<file path="src/rtl/puf_scan_ctrl.sv">
// Memory-port arbiter and scan sequencer for the RAM256 DFF-PUF array.
// The host always wins the port; the scan engine reads a window and accumulates signature/weight.
module puf_scan_ctrl #(
  parameter int unsigned AW    = 8,
  parameter int unsigned DW    = 32,
  parameter int unsigned CNT_W = 14
) (
  input  logic             wb_clk_i,
  input  logic             wb_rst_ni,
  input  logic             h_en,
  input  logic [3:0]       h_we,
  input  logic [AW-1:0]    h_a,
  input  logic [DW-1:0]    h_di,
  output logic [DW-1:0]    h_do,
  output logic             m_en,
  output logic [3:0]       m_we,
  output logic [AW-1:0]    m_a,
  output logic [DW-1:0]    m_di,
  input  logic [DW-1:0]    m_do,
  input  logic             start,
  input  logic             abort,
  input  logic [AW-1:0]    first_addr,
  input  logic [AW-1:0]    last_addr,
  output logic             busy,
  output logic             done,
  output logic             err_range,
  output logic [DW-1:0]    signature,
  output logic [CNT_W-1:0] weight
);

  typedef enum logic [1:0] {StIdle, StRun, StDrain} state_e;

  state_e           state_q, state_d;
  logic [AW-1:0]    ptr_q, ptr_d;
  logic [AW-1:0]    last_q, last_d;
  logic             pend_q, pend_d;
  logic [DW-1:0]    sig_q, sig_d;
  logic [CNT_W-1:0] weight_q, weight_d;
  logic             done_q, done_d;
  logic             err_q, err_d;
  logic             issue;

  function automatic logic [CNT_W-1:0] popcount(input logic [DW-1:0] v);
    logic [CNT_W-1:0] c;
    c = '0;
    for (int i = 0; i < int'(DW); i++) begin
      c = c + CNT_W'(v[i]);
    end
    return c;
  endfunction

  always_comb begin
    state_d  = state_q;
    ptr_d    = ptr_q;
    last_d   = last_q;
    pend_d   = 1'b0;
    sig_d    = sig_q;
    weight_d = weight_q;
    done_d   = 1'b0;
    err_d    = 1'b0;
    issue    = 1'b0;

    // Read data of last cycle's issue sits on m_do now, whoever owns the port this cycle.
    if (pend_q) begin
      sig_d    = {sig_q[DW-2:0], sig_q[DW-1]} ^ m_do;
      weight_d = weight_q + popcount(m_do);
    end

    unique case (state_q)
      StIdle: begin
        if (start && !abort) begin
          if (first_addr <= last_addr) begin
            state_d  = StRun;
            ptr_d    = first_addr;
            last_d   = last_addr;
            sig_d    = '0;
            weight_d = '0;
          end else begin
            err_d = 1'b1;
          end
        end
      end
      StRun: begin
        if (abort) begin
          state_d = StIdle;
        end else if (!h_en) begin
          issue  = 1'b1;
          pend_d = 1'b1;
          ptr_d  = ptr_q + AW'(1);
          // Compare before increment so last = 2**AW-1 never wraps into a false match.
          if (ptr_q == last_q) begin
            state_d = StDrain;
          end
        end
      end
      StDrain: begin
        // Entered only right after the final issue, so its capture completes this cycle.
        state_d = StIdle;
        done_d  = !abort;
      end
      default: state_d = StIdle;
    endcase
  end

  always_ff @(posedge wb_clk_i or negedge wb_rst_ni) begin
    if (!wb_rst_ni) begin
      state_q  <= StIdle;
      ptr_q    <= '0;
      last_q   <= '0;
      pend_q   <= 1'b0;
      sig_q    <= '0;
      weight_q <= '0;
      done_q   <= 1'b0;
      err_q    <= 1'b0;
    end else begin
      state_q  <= state_d;
      ptr_q    <= ptr_d;
      last_q   <= last_d;
      pend_q   <= pend_d;
      sig_q    <= sig_d;
      weight_q <= weight_d;
      done_q   <= done_d;
      err_q    <= err_d;
    end
  end

  always_comb begin
    m_en = 1'b0;
    m_we = 4'b0000;
    m_a  = ptr_q;
    m_di = '0;
    if (h_en) begin
      m_en = 1'b1;
      m_we = h_we;
      m_a  = h_a;
      m_di = h_di;
    end else if (issue) begin
      m_en = 1'b1;
    end
  end

  assign h_do      = m_do;
  assign busy      = (state_q != StIdle);
  assign done      = done_q;
  assign err_range = err_q;
  assign signature = sig_q;
  assign weight    = weight_q;

endmodule

</file>
<file path="config.mk">
export PLATFORM = sky130hd
export DESIGN_NAME = puf_scan_ctrl
export DESIGN_NICKNAME = d
export VERILOG_FILES = /design/src/rtl/puf_scan_ctrl.sv
export SDC_FILE = /design/constraint.sdc
export NUM_CORES = 1
export LEC_CHECK = 0
export ABC_AREA = 1
export CAP_MARGIN = 20
export CELL_PAD_IN_SITES_DETAIL_PLACEMENT = 0
export CELL_PAD_IN_SITES_GLOBAL_PLACEMENT = 1
export CORE_UTILIZATION = 33
export DETAILED_ROUTE_END_ITERATION = 16
export PLACE_DENSITY = 0.95
export SKIP_LAST_GASP = 1
export SYNTH_ARGS = -nofsm -noshare
export SYNTH_HDL_FRONTEND = slang
export SYNTH_SLANG_ARGS = --single-unit
</file>
<file path="constraint.sdc">
create_clock -name wb_clk_i -period 8.55 [get_ports wb_clk_i]
set_input_delay 1.2825 -clock wb_clk_i [delete_from_list [all_inputs] [get_ports wb_clk_i]]
set_output_delay 1.2825 -clock wb_clk_i [all_outputs]
set_load 0.02 [all_outputs]
</file>
==> impl_summary.txt <==
----------------------------------------------------
[Status]
  Status ... completed

[Die]
  Die area ... 0.0167 mm2
  Floorplan die width ... 129 um
  Starting Density ... 33.8%
  Core ar. ... 0.0158 mm2
  Number of placed I/O pins ... 223
  Standard-cell row count ... 46
  Vertical die dimension ... 129 um

[CTS]
  CTS tree ... built
  Clock net sink count ... 67
  Number of buffers inserted by hold repair at cts ... 0
  Root buffer cell ... clkbuf_16
  H-Tree Depth ... 3
  Clock Path Buffers ... 2
  Clock insertion delay at the later pin of the skew report ... 330 ps
  Worst-path clk slew ... 60 ps
  Buffer count from post-CTS setup fixing ... 0
  TritonCTS Buffers ... 9
  Post-CTS resize count ... 0

[GRT]
  Vias in the first global route ... 4446
  Overall routing resource usage ... 16.8%
  Number of antenna violations at the first check in global routing ... 0
  Pin count of the biggest net entering global routing ... 71
  Wire length of the first global-routing pass ... 21.7 mm
  Sum of overflow across all layers after global routing ... 0

[Detailed routing]
  Router iterations before antenna repair ... 4
  Antenna Nets Post-Route ... 0
  Iteration-0 DRC count of the detailed router ... 198
  Vias ... 4812
  Number of design rule violations left after detail routing ... 0
  Detailed Route WL ... 14.1 mm
  Number of vias per cell after detailed routing ... 4.36
  DR WL/cell ... 12.7 um

[Worst setup path]
  Type of origin of the critical path ... input port
  Data arrival, critical path ... 6530 ps
  Endpoint class of the critical path ... flip-flop
  Required time worst endpoint ... 8800 ps
  Type of the setup path with the least slack ... in2reg
  Critical path peak fanout ... 3

[Synth]
  Area share of the leading cell type in the synthesized netlist ... 31.4%
  Number of storage elements in the synthesis netlist ... 67
  Cell with the most instances after synthesis ... nand2_1
  Number of library cell types mapped by synthesis ... 35
  Synth Instances ... 702
  Dominant synthesized flop cell ... dfrtp_1
  Number of enable-type register cells in the synthesized netlist ... 0
  Synth warnings ... 0
  Dominant cells by area after synthesis ... dfrtp_1, nand2_1, fa_1, inv_1, xnor2_1
  Mean instance size in the synthesized netlist ... 7.61 um2
  Leading post-synthesis cells by instance count ... nand2_1, inv_1, nor2_1
  Area of the mapped netlist ... 0.00535 mm2
  Proportion of synthesized chip area in sequential cells ... 31.4%
  Share of synthesized flip-flops with an asynchronous set or reset ... 100%
  Nets in the synthesized netlist ... 849
  Leading area contributor after synthesis ... dfrtp_1

[Final layout]
  Final antenna diode count ... 0
  Area delta synth->final ... 45.6%
  Share of cells above drive strength 1 ... 6.54%
  FILL cells ... 1554
  Number of nets in the final layout ... 1029

[Timing]
  Number of max-slew violations in the final report ... 0
  Total Neg Setup Slack ... 0 ps
  Max-Slew Margin vs Limit ... 40.0%
  Setup repair after global routing missed its margin ... no
  Crit path time final ... 6280 ps
  Count of endpoints failing hold in the final timing report ... 0
  Maximum frequency from static timing analysis ... 0.159 GHz
  Number of failing setup endpoints in the final timing report ... 0
  Fin worst setup slack ... 2270 ps
  Setup skew after layout ... 5.98 ps
  Transition time of the tightest slew-check pin ... 900 ps
  Final critical-path share of the clock period ... 73.4%

[Power]
  Portion of total power attributed to combinational logic ... 60.7%
  Sequential group share of total power ... 22.0%
  Worst IR Drop VDD ... 0.187 mV
  Portion of total power attributed to the clock network ... 17.3%
  Leakage power of the design ... 3.80 nW
  Switching power of the nets ... 0.000946 W
  Overall power of the completed layout ... 0.00214 W
  Sw frac ... 44.2%
  Cell internal pwr ... 0.00120 W
  PD cells ... 275 mW/mm2

[Placed design]
  Routability cong. ... 0.830
  Post-placement setup slack ... 1910 ps
  Port buffer count ... 222
  Post-detail-place hpwl ... 10.8 mm

[Hold path]
  Kind of path behind the tightest hold check ... reg2reg

[Run]
  Max-cap viol count ... 0

----------------------------------------------------
[sequential cells by signal, indices dropped and copies added, names as in the netlist]
signal / flops
done: 1
err_range: 1
last_q: 8
pend_q: 1
ptr_q: 8
signature: 32
state_q: 2
weight: 14
[power by group through the flow]
stage / registers, W / logic (W) / clock network, W
after floorplan: 0.000518 / 0.000867 / 0
after global placement: 0.000476 / 0.00129 / 0
after detailed placement: 0.000477 / 0.00130 / 0
after CTS: 0.000472 / 0.00132 / 0.000379
after global routing: 0.000485 / 0.00150 / 0.000393
final: 0.000471 / 0.00130 / 0.000369
[per-layer routing]
layer | global-route usage [%] | vias up | routed length (um)
met3 | 2.64 | 4 | 836
met5 | 0 | - | 0
met4 | 5.81 | 0 | 78
met1 | 21.9 | 2188 | 6380
li1 | - | 2456 | -
met2 | 28.2 | 164 | 6760
[cells in the final DEF (no fill, tap or decap), types with 2 or more instances in the layout]
| master | count |
|---|---|
| inv_1 | 122 |
| ha_1 | 24 |
| nand3b_1 | 4 |
| dfrtp_1 | 67 |
| nor2_2 | 20 |
| clkdlybuf4s50_1 | 220 |
| or2_2 | 4 |
| xnor2_1 | 35 |
| nor3_1 | 5 |
| clkinvlp_4 | 3 |
| o21ai_0 | 25 |
| clkbuf_16 | 9 |
| xor2_1 | 2 |
| nand2_4 | 2 |
| inv_2 | 4 |
| inv_4 | 2 |
| nand2_1 | 148 |
| mux2_2 | 2 |
| buf_2 | 2 |
| nor2_1 | 70 |
| nor2_4 | 3 |
| nand3_1 | 29 |
| fa_1 | 26 |
| nand4_1 | 4 |
| a21oi_1 | 41 |
[kinds of logic after synthesis]
logic type      count (synthesis)  synth area share, %
compound gates                 72                 7.00
xor+xnor                       37                 6.06
fa+ha+maj                      50                 15.4
buf+inv                       183                 16.0
flops                          67                 31.4
mux                             2                0.421
simple gates                  291                 23.8
[layout make-up]
class / instances / area, um2 / share of cell area (%)
tap: 216 / 270 / 3.47
clock inverter: 6 / 66.3 / 0.852
clock buffer: 10 / 229 / 2.94
timing repair buffer: 224 / 2240 / 28.8
inverter: 128 / 485 / 6.24
sequential: 67 / 1680 / 21.5
multi-input combinational: 452 / 2810 / 36.2
[stage by stage]
step                std cells  hold WS (ps)  cell area [um2]  utilization [%]
floorplan                 702           426             5350                -
global placement         1086           467             7470             47.2
detailed placement       1086           481             7470             47.2
CTS                      1102           490             7760             49.0
global route             1103           508             7780             49.2
finish                   1103           487             7780             49.2
[path summary, 6_finish.rpt]
| kind | from | end | slack (ps) | cells past startpoint |
|---|---|---|---|---|
| worst max-delay path | m_do[5] | weight[4]$_DFF_PN0_ | 2270 | 18 |
| worst min-delay path | state_q[0]$_DFFE_PN0P_ | done$_DFF_PN0_ | 490 | 1 |
| worst max register to register | weight[0]$_DFF_PN0_ | weight[4]$_DFF_PN0_ | 3820 | 16 |
| worst min register to register | state_q[0]$_DFFE_PN0P_ | done$_DFF_PN0_ | 490 | 1 |
| max in group asynchronous | wb_rst_ni | last_q[4]$_DFFE_PN0P_ | 6810 | 2 |
| min in group asynchronous | wb_rst_ni | signature[6]$_DFF_PN0_ | 1160 | 2 |
[worst max-delay path: stages]
cell and delay, ps:
clkdlybuf4s50_1 510, inv_1 90, fa_1 550, fa_1 440, fa_1 570, fa_1 450, fa_1 540, fa_1 430
fa_1 430, fa_1 380, inv_1 80, nand2_1 60, nand2_1 110, nand2_1 70, or2_2 270, nand3_1 60
o21ai_0 90, nor2_1 120
Power figures use the tool's default switching activity.
